## src/rtl/gpio_ctrl.sv

```systemverilog
// Memory-mapped GPIO: synchronised inputs, atomic set/clear/toggle outputs, polarity select.
// Define GPIO_IRQ_EN to build the edge-detect interrupt (RISE_EN, FALL_EN, IRQ_STAT, irq).
module gpio_ctrl #(
   parameter int WIDTH_OUT      = 8,
   parameter int WIDTH_IN       = 8,
   parameter int SYNC_STAGES    = 2,
   parameter int OUT_ACTIVE_LOW = 1,
   parameter logic [WIDTH_OUT-1:0] OUT_RESET = '0
) (
   input  logic                 clk,
   input  logic                 rst,
   input  logic                 en,
   input  logic                 wre,
   input  logic [2:0]           addr,
   input  logic [31:0]          wdata,
   output logic [31:0]          rdata,
   input  logic [WIDTH_IN-1:0]  gpio_in,
   output logic [WIDTH_OUT-1:0] gpio_out,
   output logic                 irq
);

   localparam logic POL = (OUT_ACTIVE_LOW != 0);

   logic                 wr_s;
   logic                 rd_s;
   logic [WIDTH_OUT-1:0] wd_out_s;
   logic [WIDTH_IN-1:0]  wd_in_s;
   logic [WIDTH_OUT-1:0] out_r;
   logic [WIDTH_OUT-1:0] out_n;
   logic [WIDTH_IN-1:0]  sync_r [SYNC_STAGES];
   logic [WIDTH_IN-1:0]  s_s;
   logic [31:0]          rdata_r;
   logic [31:0]          rdata_n;
   logic                 unused_wdata;

   assign wr_s         = en & wre;
   assign rd_s         = en & ~wre;
   assign wd_out_s     = wdata[WIDTH_OUT-1:0];
   assign wd_in_s      = wdata[WIDTH_IN-1:0];
   assign unused_wdata = ^wdata;
   assign s_s          = sync_r[SYNC_STAGES-1];
   assign gpio_out     = out_r ^ {WIDTH_OUT{POL}};
   assign rdata        = rdata_r;

   always_comb begin
      out_n = out_r;
      if (wr_s) begin
         case (addr)
            3'd0:    out_n = wd_out_s;
            3'd1:    out_n = out_r | wd_out_s;
            3'd2:    out_n = out_r & ~wd_out_s;
            3'd3:    out_n = out_r ^ wd_out_s;
            default: out_n = out_r;
         endcase
      end else begin
         out_n = out_r;
      end
   end

   always_ff @(posedge clk) begin
      if (rst) begin
         out_r <= OUT_RESET;
         for (int i = 0; i < SYNC_STAGES; i++) sync_r[i] <= '0;
      end else begin
         out_r     <= out_n;
         sync_r[0] <= gpio_in;
         for (int i = 1; i < SYNC_STAGES; i++) sync_r[i] <= sync_r[i-1];
      end
   end

`ifdef GPIO_IRQ_EN
   // Edge events are masked until the synchroniser and prev flops hold real pin data.
   localparam logic [2:0] SETTLE_N = 3'(SYNC_STAGES + 1);

   logic [WIDTH_IN-1:0] prev_r;
   logic [WIDTH_IN-1:0] rise_en_r;
   logic [WIDTH_IN-1:0] fall_en_r;
   logic [WIDTH_IN-1:0] irq_stat_r;
   logic [WIDTH_IN-1:0] irq_stat_n;
   logic [WIDTH_IN-1:0] event_s;
   logic [WIDTH_IN-1:0] clr_s;
   logic [2:0]          settle_r;
   logic                settled_s;

   assign settled_s = (settle_r == SETTLE_N);
   assign event_s   = settled_s ? ((s_s & ~prev_r & rise_en_r) | (~s_s & prev_r & fall_en_r))
                                : {WIDTH_IN{1'b0}};
   assign irq       = |irq_stat_r;

   always_comb begin
      clr_s      = {WIDTH_IN{1'b0}};
      irq_stat_n = irq_stat_r;
      if (wr_s && (addr == 3'd7)) begin
         clr_s = wd_in_s;
      end else begin
         clr_s = {WIDTH_IN{1'b0}};
      end
      irq_stat_n = (irq_stat_r & ~clr_s) | event_s;
   end

   always_ff @(posedge clk) begin
      if (rst) begin
         prev_r     <= '0;
         rise_en_r  <= '0;
         fall_en_r  <= '0;
         irq_stat_r <= '0;
         settle_r   <= 3'd0;
      end else begin
         prev_r     <= s_s;
         irq_stat_r <= irq_stat_n;
         if (!settled_s) settle_r <= settle_r + 3'd1;
         if (wr_s && (addr == 3'd5)) rise_en_r <= wd_in_s;
         if (wr_s && (addr == 3'd6)) fall_en_r <= wd_in_s;
      end
   end
`else
   assign irq = 1'b0;
`endif

   always_comb begin
      rdata_n = 32'd0;
      case (addr)
         3'd0, 3'd1, 3'd2, 3'd3: rdata_n[WIDTH_OUT-1:0] = out_r;
         3'd4:                   rdata_n[WIDTH_IN-1:0]  = s_s;
`ifdef GPIO_IRQ_EN
         3'd5:                   rdata_n[WIDTH_IN-1:0]  = rise_en_r;
         3'd6:                   rdata_n[WIDTH_IN-1:0]  = fall_en_r;
         3'd7:                   rdata_n[WIDTH_IN-1:0]  = irq_stat_r;
`endif
         default:                rdata_n = 32'd0;
      endcase
   end

   always_ff @(posedge clk) begin
      if (rst) begin
         rdata_r <= 32'd0;
      end else if (rd_s) begin
         rdata_r <= rdata_n;
      end else begin
         rdata_r <= rdata_r;
      end
   end

endmodule

```

## config.mk

```make
export PLATFORM = sky130hd
export DESIGN_NAME = gpio_ctrl
export DESIGN_NICKNAME = d
export VERILOG_FILES = /design/src/rtl/gpio_ctrl.sv
export SDC_FILE = /design/constraint.sdc
export NUM_CORES = 1
export LEC_CHECK = 0
export CORE_MARGIN = 2
export CORE_UTILIZATION = 44
export CTS_BUF_LIST = sky130_fd_sc_hd__clkbuf_16
export DETAILED_ROUTE_END_ITERATION = 7
export HOLD_SLACK_MARGIN = 0.06
export PLACE_DENSITY_LB_ADDON = 0.2
export RECOVER_POWER = 50
export SLEW_MARGIN = 20
export SYNTH_ARGS = -nofsm -noshare
export SYNTH_HDL_FRONTEND = slang
export SYNTH_SLANG_ARGS = --single-unit
```

## constraint.sdc

```tcl
create_clock -name clk -period 4 [get_ports clk]
set_clock_uncertainty 0.2 [all_clocks]
set_input_delay 0.8 -clock clk [delete_from_list [all_inputs] [get_ports clk]]
set_output_delay 0.8 -clock clk [all_outputs]
set_load 0.01 [all_outputs]
```

==> run summary, run 1 <==
post-route clock period utilization = 68.6%
worst-margin pin slew = 1.06 ns
PwrDens = 365 nW/um^2
FMAX = 365 MHz
Antenna Nets Post-Route = 0
sum of negative setup slack = 0 ns
Slew Limit Fails = 0
RSZ-0062 raised after global routing = no
clk root buf = clkbuf_16
detailed router's first-iteration violation count = 19
Final nets = 291
std cell rows = 23
synthesis-to-layout area growth = 24.5%
IO Port Bufs = 38
Tot GR Track Use = 15.0%
Seq/Total Area, Yosys = 35.7%
Clk Latency, worst-skew pair = 0.28 ns
Die Y = 67.9 microns
largest net degree at the start of global routing = 27
Final HPWL DP = 2240 microns
final count of hold timing violations = 0
kind of cell adding the most delay to the critical path = buffers and inverters
Slew headroom = 29.0%
initial antenna violation count = 0
routed vias = 1283
final setup vio count = 0
worst-path fanout max = 26
Avg WL per Cell = 11.2 microns
routability cong. = 0.751
Tmin final = 2.74 ns
full die area = 4610 sq um
Synth Register Bits = 32
leakage = 0.966 nW
max-cap violations = 0
critical path class = in -> reg
Critical Path End Type = flop
H-tree Lvls = 2
Worst path slowest cell = clkbuf_1
Hold-fix buffers, CTS = 0
status = complete, no violations
clk buf depth = 2
Data arrival, critical path = 2.71 ns
first drt pass iteration count = 4
min-delay worst type = reg -> reg
Synth cell types = 26
share of cells above drive strength 1 = 11.4%
vias in the first global route = 1154
worst path bufs/invs = 2
Starting Density = 45.2%
chip width = 67.9 microns
worst stage delay on the critical path = 0.79 ns
post-cts sizing count = 0
Core ar. = 3970 sq um
grt ovf = 0
CP Data Required Time = 3.96 ns
crit path cell chain = dlygate4sd3_1, clkbuf_1, and4bb_2, a22o_1
fillcell total = 389
mapped cell area = 1800 sq um
Residual DRC = 0
I/O Pins = 88
Pwr Total = 0.818 mW
CTS clk-pin slew, worst paths = 0.05 ns
Clock Sinks = 32
Peak VDD IR = 0.308 mV
Synth warnings = 0
CTS tree = done
post-CTS setup buffers = 0
Mean Syn Cell Area = 9.36 sq um
# diodes = 0
via/cell ratio = 4.60
WL final = 3120 microns
Setup crit start kind = input port
Num CTS Buffers = 5
Syn Inst Count = 192
global-route wire length before repair = 5050 microns
## state kept, by name, summed over array words and instances, names as in the netlist
name    flops
rdata       8
sync_r     16
out_r       8
## final timing paths
check	to	cells after the start	slack (ns)	startpoint
setup / recovery	out_r[4]	4	1.26	rst
hold / removal	sync_r[0][11]	1	0.23	sync_r[0][3]
setup reg to reg	out_r[4]	4	2.26	out_r[4]
hold reg to reg	sync_r[0][11]	1	0.23	sync_r[0][3]
## cell families after synthesis
logic type	share of synthesized area [%]
DFF	35.7
and+or+nand+nor	17.6
muxes	5.64
adders and majority gates	11.1
buffers and inverters	17.3
AOI/OAI and AO/OA	12.4
other	0.209
## area by class of cell
| class | count | area, sq um | share of cell area [%] |
|---|---|---|---|
| clock buffer | 5 | 125 | 5.59 |
| clock inverter | 3 | 15.0 | 0.671 |
| inverter | 18 | 67.6 | 3.02 |
| multi-input combinational | 131 | 935 | 41.8 |
| sequential | 32 | 641 | 28.6 |
| tap | 50 | 62.6 | 2.80 |
| timing repair buffer | 40 | 392 | 17.5 |
## synthesized netlist by cell type (all sizes together)
library cell | instances | area, sq um
buf | 31 | 229
mux4 | 1 | 22.5
nor2 | 8 | 30.0
ha | 16 | 200
a22o | 1 | 8.76
nand2b | 2 | 12.5
a31oi | 1 | 12.5
a221oi | 8 | 70.1
conb | 1 | 3.75
and4bb | 1 | 12.5
nor2b | 17 | 106
clkbuf | 4 | 15.0
nand3b | 7 | 52.6
o2bb2ai | 7 | 61.3
inv | 18 | 67.6
nor3 | 8 | 40.0
nor3b | 1 | 18.8
a21oi | 7 | 35.0
o21ai | 7 | 35.0
or2 | 7 | 43.8
mux2 | 7 | 78.8
dfxtp | 32 | 641
## metrics by stage
stage	hold WS (ns)	setup WS (ns)	util, %	cell area [sq um]	cells
6_report	0.230	1.26	56.3	2240	279
3_3_place_gp	0.217	1.29	52.9	2100	271
2_1_floorplan	0.214	1.91	-	1890	216
4_1_cts	0.232	1.58	56.4	2240	279
3_5_place_dp	0.220	1.29	52.9	2100	271
5_1_grt	0.253	1.09	56.3	2240	279
## report_power, final
part	switching, mW	internal (mW)
Sequential	0.00831	0.335
Clock	0.128	0.225
Combinational	0.0586	0.0617
## worst reg2reg max path, delay by kind of cell, from the launching register on
kind                     cells  cell delay, ns
adder cells (fa/ha/maj)      1            0.27
multiplexers                 1            0.47
AO/OA/AOI/OAI                1            0.23
buffers and inverters        1            0.08
flip-flops                   1            0.38
## layer usage
layer	share of wire (%)	wire length [microns]	vias to the layer above	GRT usage (%)
li1	-	-	664	-
met1	46	1430	579	18.3
met2	46	1420	36	23.8
met3	6.9	216	4	5.59
met4	1.6	51	0	6.50
met5	0	0	-	0
## layout by cell type (no fill, tap or decap)
| master | instances |
|---|---|
| mux4_2 | 1 |
| conb_1 | 25 |
| a31oi_2 | 1 |
| clkbuf_1 | 1 |
| dlygate4sd3_1 | 9 |
| clkinv_1 | 1 |
| clkinvlp_4 | 1 |
| nand2b_1 | 2 |
| dfxtp_1 | 32 |
| a221oi_1 | 8 |
| nor2_1 | 8 |
| clkdlybuf4s50_1 | 29 |
| nor3_1 | 8 |
| mux2_2 | 7 |
| o21ai_0 | 7 |
| o2bb2ai_1 | 7 |
| or2_2 | 7 |
| clkbuf_16 | 5 |
| buf_4 | 1 |
| inv_1 | 18 |
| inv_2 | 1 |
| nor3b_4 | 1 |
| and4bb_2 | 1 |
| nor2b_1 | 17 |
| ha_1 | 16 |
| nand3b_1 | 7 |
| a21oi_1 | 7 |
| a22o_1 | 1 |
(Power assumes the default switching activity.)
==> run 2, diff against run 1 <==
--- a/config.mk
+++ b/config.mk
@@ -6,7 +6,7 @@
 export NUM_CORES = 1
 export LEC_CHECK = 0
 export CORE_MARGIN = 2
-export CORE_UTILIZATION = 44
+export CORE_UTILIZATION = 37
 export CTS_BUF_LIST = sky130_fd_sc_hd__clkbuf_16
 export DETAILED_ROUTE_END_ITERATION = 7
 export HOLD_SLACK_MARGIN = 0.06
==> constraint.sdc (replaced) <==
create_clock -name clk -period 2.3 [get_ports clk]
set_clock_uncertainty 0.2 [all_clocks]
set_input_delay 0.46 -clock clk [delete_from_list [all_inputs] [get_ports clk]]
set_output_delay 0.46 -clock clk [all_outputs]
set_load 0.01 [all_outputs]
==> run 2 against run 1 <==
Design area up 1.6%. Final cell count up 2.9%. Critical endpoint is now rdata[5]. Utilization down 7.9 points. Wire length up 4.9%.
==> run summary, run 2 (same netlist as run 1, synthesis figures left out) <==
status = complete, no violations
critical path class = in -> reg
full die area = 5430 sq um
post-CTS setup buffers = 0
largest net degree at the start of global routing = 25
global-route wire length before repair = 5350 microns
Core ar. = 4690 sq um
worst-path fanout max = 24
Setup crit start kind = input port
Pwr Total = 1.43 mW
H-tree Lvls = 2
Clk pwr share = 43.0%
Starting Density = 38.3%
final setup vio count = 0
Psw = 0.341 mW
most frequent cells in the layout = dfxtp_1 (32), clkdlybuf4s50_1 (30), conb_1 (25)
r2r worst-path depth = 4
P_int = 1.09 mW
initial antenna violation count = 0
footprint of the multi-input gates = 935 sq um
Residual DRC = 0
share of cells above drive strength 1 = 12.9%
crit path from = rst
Tot GR Track Use = 13.0%
routability cong. = 0.712
Worst Hold Path Cells = 1
Peak VDD IR = 0.418 mV
fin area = 2270 sq um
# diodes = 0
Data arrival, critical path = 1.93 ns
Slew Limit Fails = 0
Critical Path End Type = flop
placement-stage cell area = 2140 sq um
final count of hold timing violations = 0
detailed router's first-iteration violation count = 54
Tmin final = 2.02 ns
Avg WL per Cell = 11.4 microns
Clock Sinks = 32
clk root buf = clkbuf_16
grt ovf = 0
vias in the first global route = 1125
Clk Latency, worst-skew pair = 0.27 ns
IO Port Bufs = 38
max-cap violations = 0
Critical R2R Launch = out_r[4]
FMAX = 495 MHz
CP Data Required Time = 2.21 ns
Comb power frac = 15.1%
Final HPWL DP = 2370 microns
worst-margin pin slew = 1.02 ns
CTS clk-pin slew, worst paths = 0.05 ns
std cell rows = 25
min-delay worst type = reg -> reg
Antenna Nets Post-Route = 0
Reg power frac = 41.9%
CTS tree = done
post-cts sizing count = 0
first drt pass iteration count = 5
I/O Pins = 88
via/cell ratio = 4.43
reg-to-reg slack, setup = 0.56 ns
sum of negative setup slack = 0 ns
chip width = 73.7 microns
leakage = 0.985 nW
Hold-fix buffers, CTS = 0
Slew headroom = 32.3%
Num CTS Buffers = 5
Net Sw Frac = 23.9%
synthesis-to-layout area growth = 26.5%
Final nets = 295
PwrDens = 628 nW/um^2
RSZ-0062 raised after global routing = no
fillcell total = 459
hold_sp = sync_r[0][5]
max reg flops = 16
Reg area = 641 sq um
WL final = 3270 microns
clk buf depth = 2
routed vias = 1271
post-route clock period utilization = 87.8%
Die Y = 73.7 microns
most common library cell in the layout ignoring fill and taps = dfxtp_1
most flop-heavy register = sync_r
==> run 2: changes by cell type in the layout (fill, tap and decap cells not counted) <==
cell,change
buf_4,+4
clkdlybuf4s50_1,+1
dlygate4sd3_1,-1
==> run 2: per-stage QoR <==
step	hold slack, ns	cells	setup slack [ns]	util [%]
2_1_floorplan	0.214	216	0.547	-
3_3_place_gp	0.218	279	0.00435	45.5
3_5_place_dp	0.220	279	-0.00540	45.5
6_report	0.230	287	0.280	48.4
4_1_cts	0.232	287	0.281	48.5
5_1_grt	0.244	287	0.157	48.4
==> run 2: area by class of cell <==
type	instances	share of cell area, %
multi-input cells	131	41.1
flip-flops and latches	32	28.2
clock buffers	5	5.51
repair buffers	44	18.6
inverters	18	2.97
well taps	54	2.97
clock inverters	3	0.661
==> run 2: metal layers <==
metal | track usage (%) | wire, microns | vias up
met3 | 3.02 | 182 | 7
met5 | 0 | 0 | -
li1 | - | - | 671
met4 | 5.45 | 59 | 0
met1 | 18.5 | 1640 | 555
met2 | 18.6 | 1390 | 38
==> run 2: final timing paths <==
check / to
max: rdata[5]
min: sync_r[0][13]
min reg2reg: sync_r[0][13]
max reg2reg: out_r[4]
==> run 2: critical path, cell delays in order <==
cell and delay (ns):
clkdlybuf4s50_1 0.54, clkbuf_1 0.78, nor3_1 0.15
==> run 2: power groups by stage <==
stage               Combinational (mW)  Sequential [mW]  Clock, mW
detailed placement               0.220            0.609          0
finish                           0.216            0.598      0.614
CTS                              0.222            0.598      0.626
global route                     0.243            0.600      0.644
global placement                 0.218            0.609          0
floorplan                        0.159            0.609          0
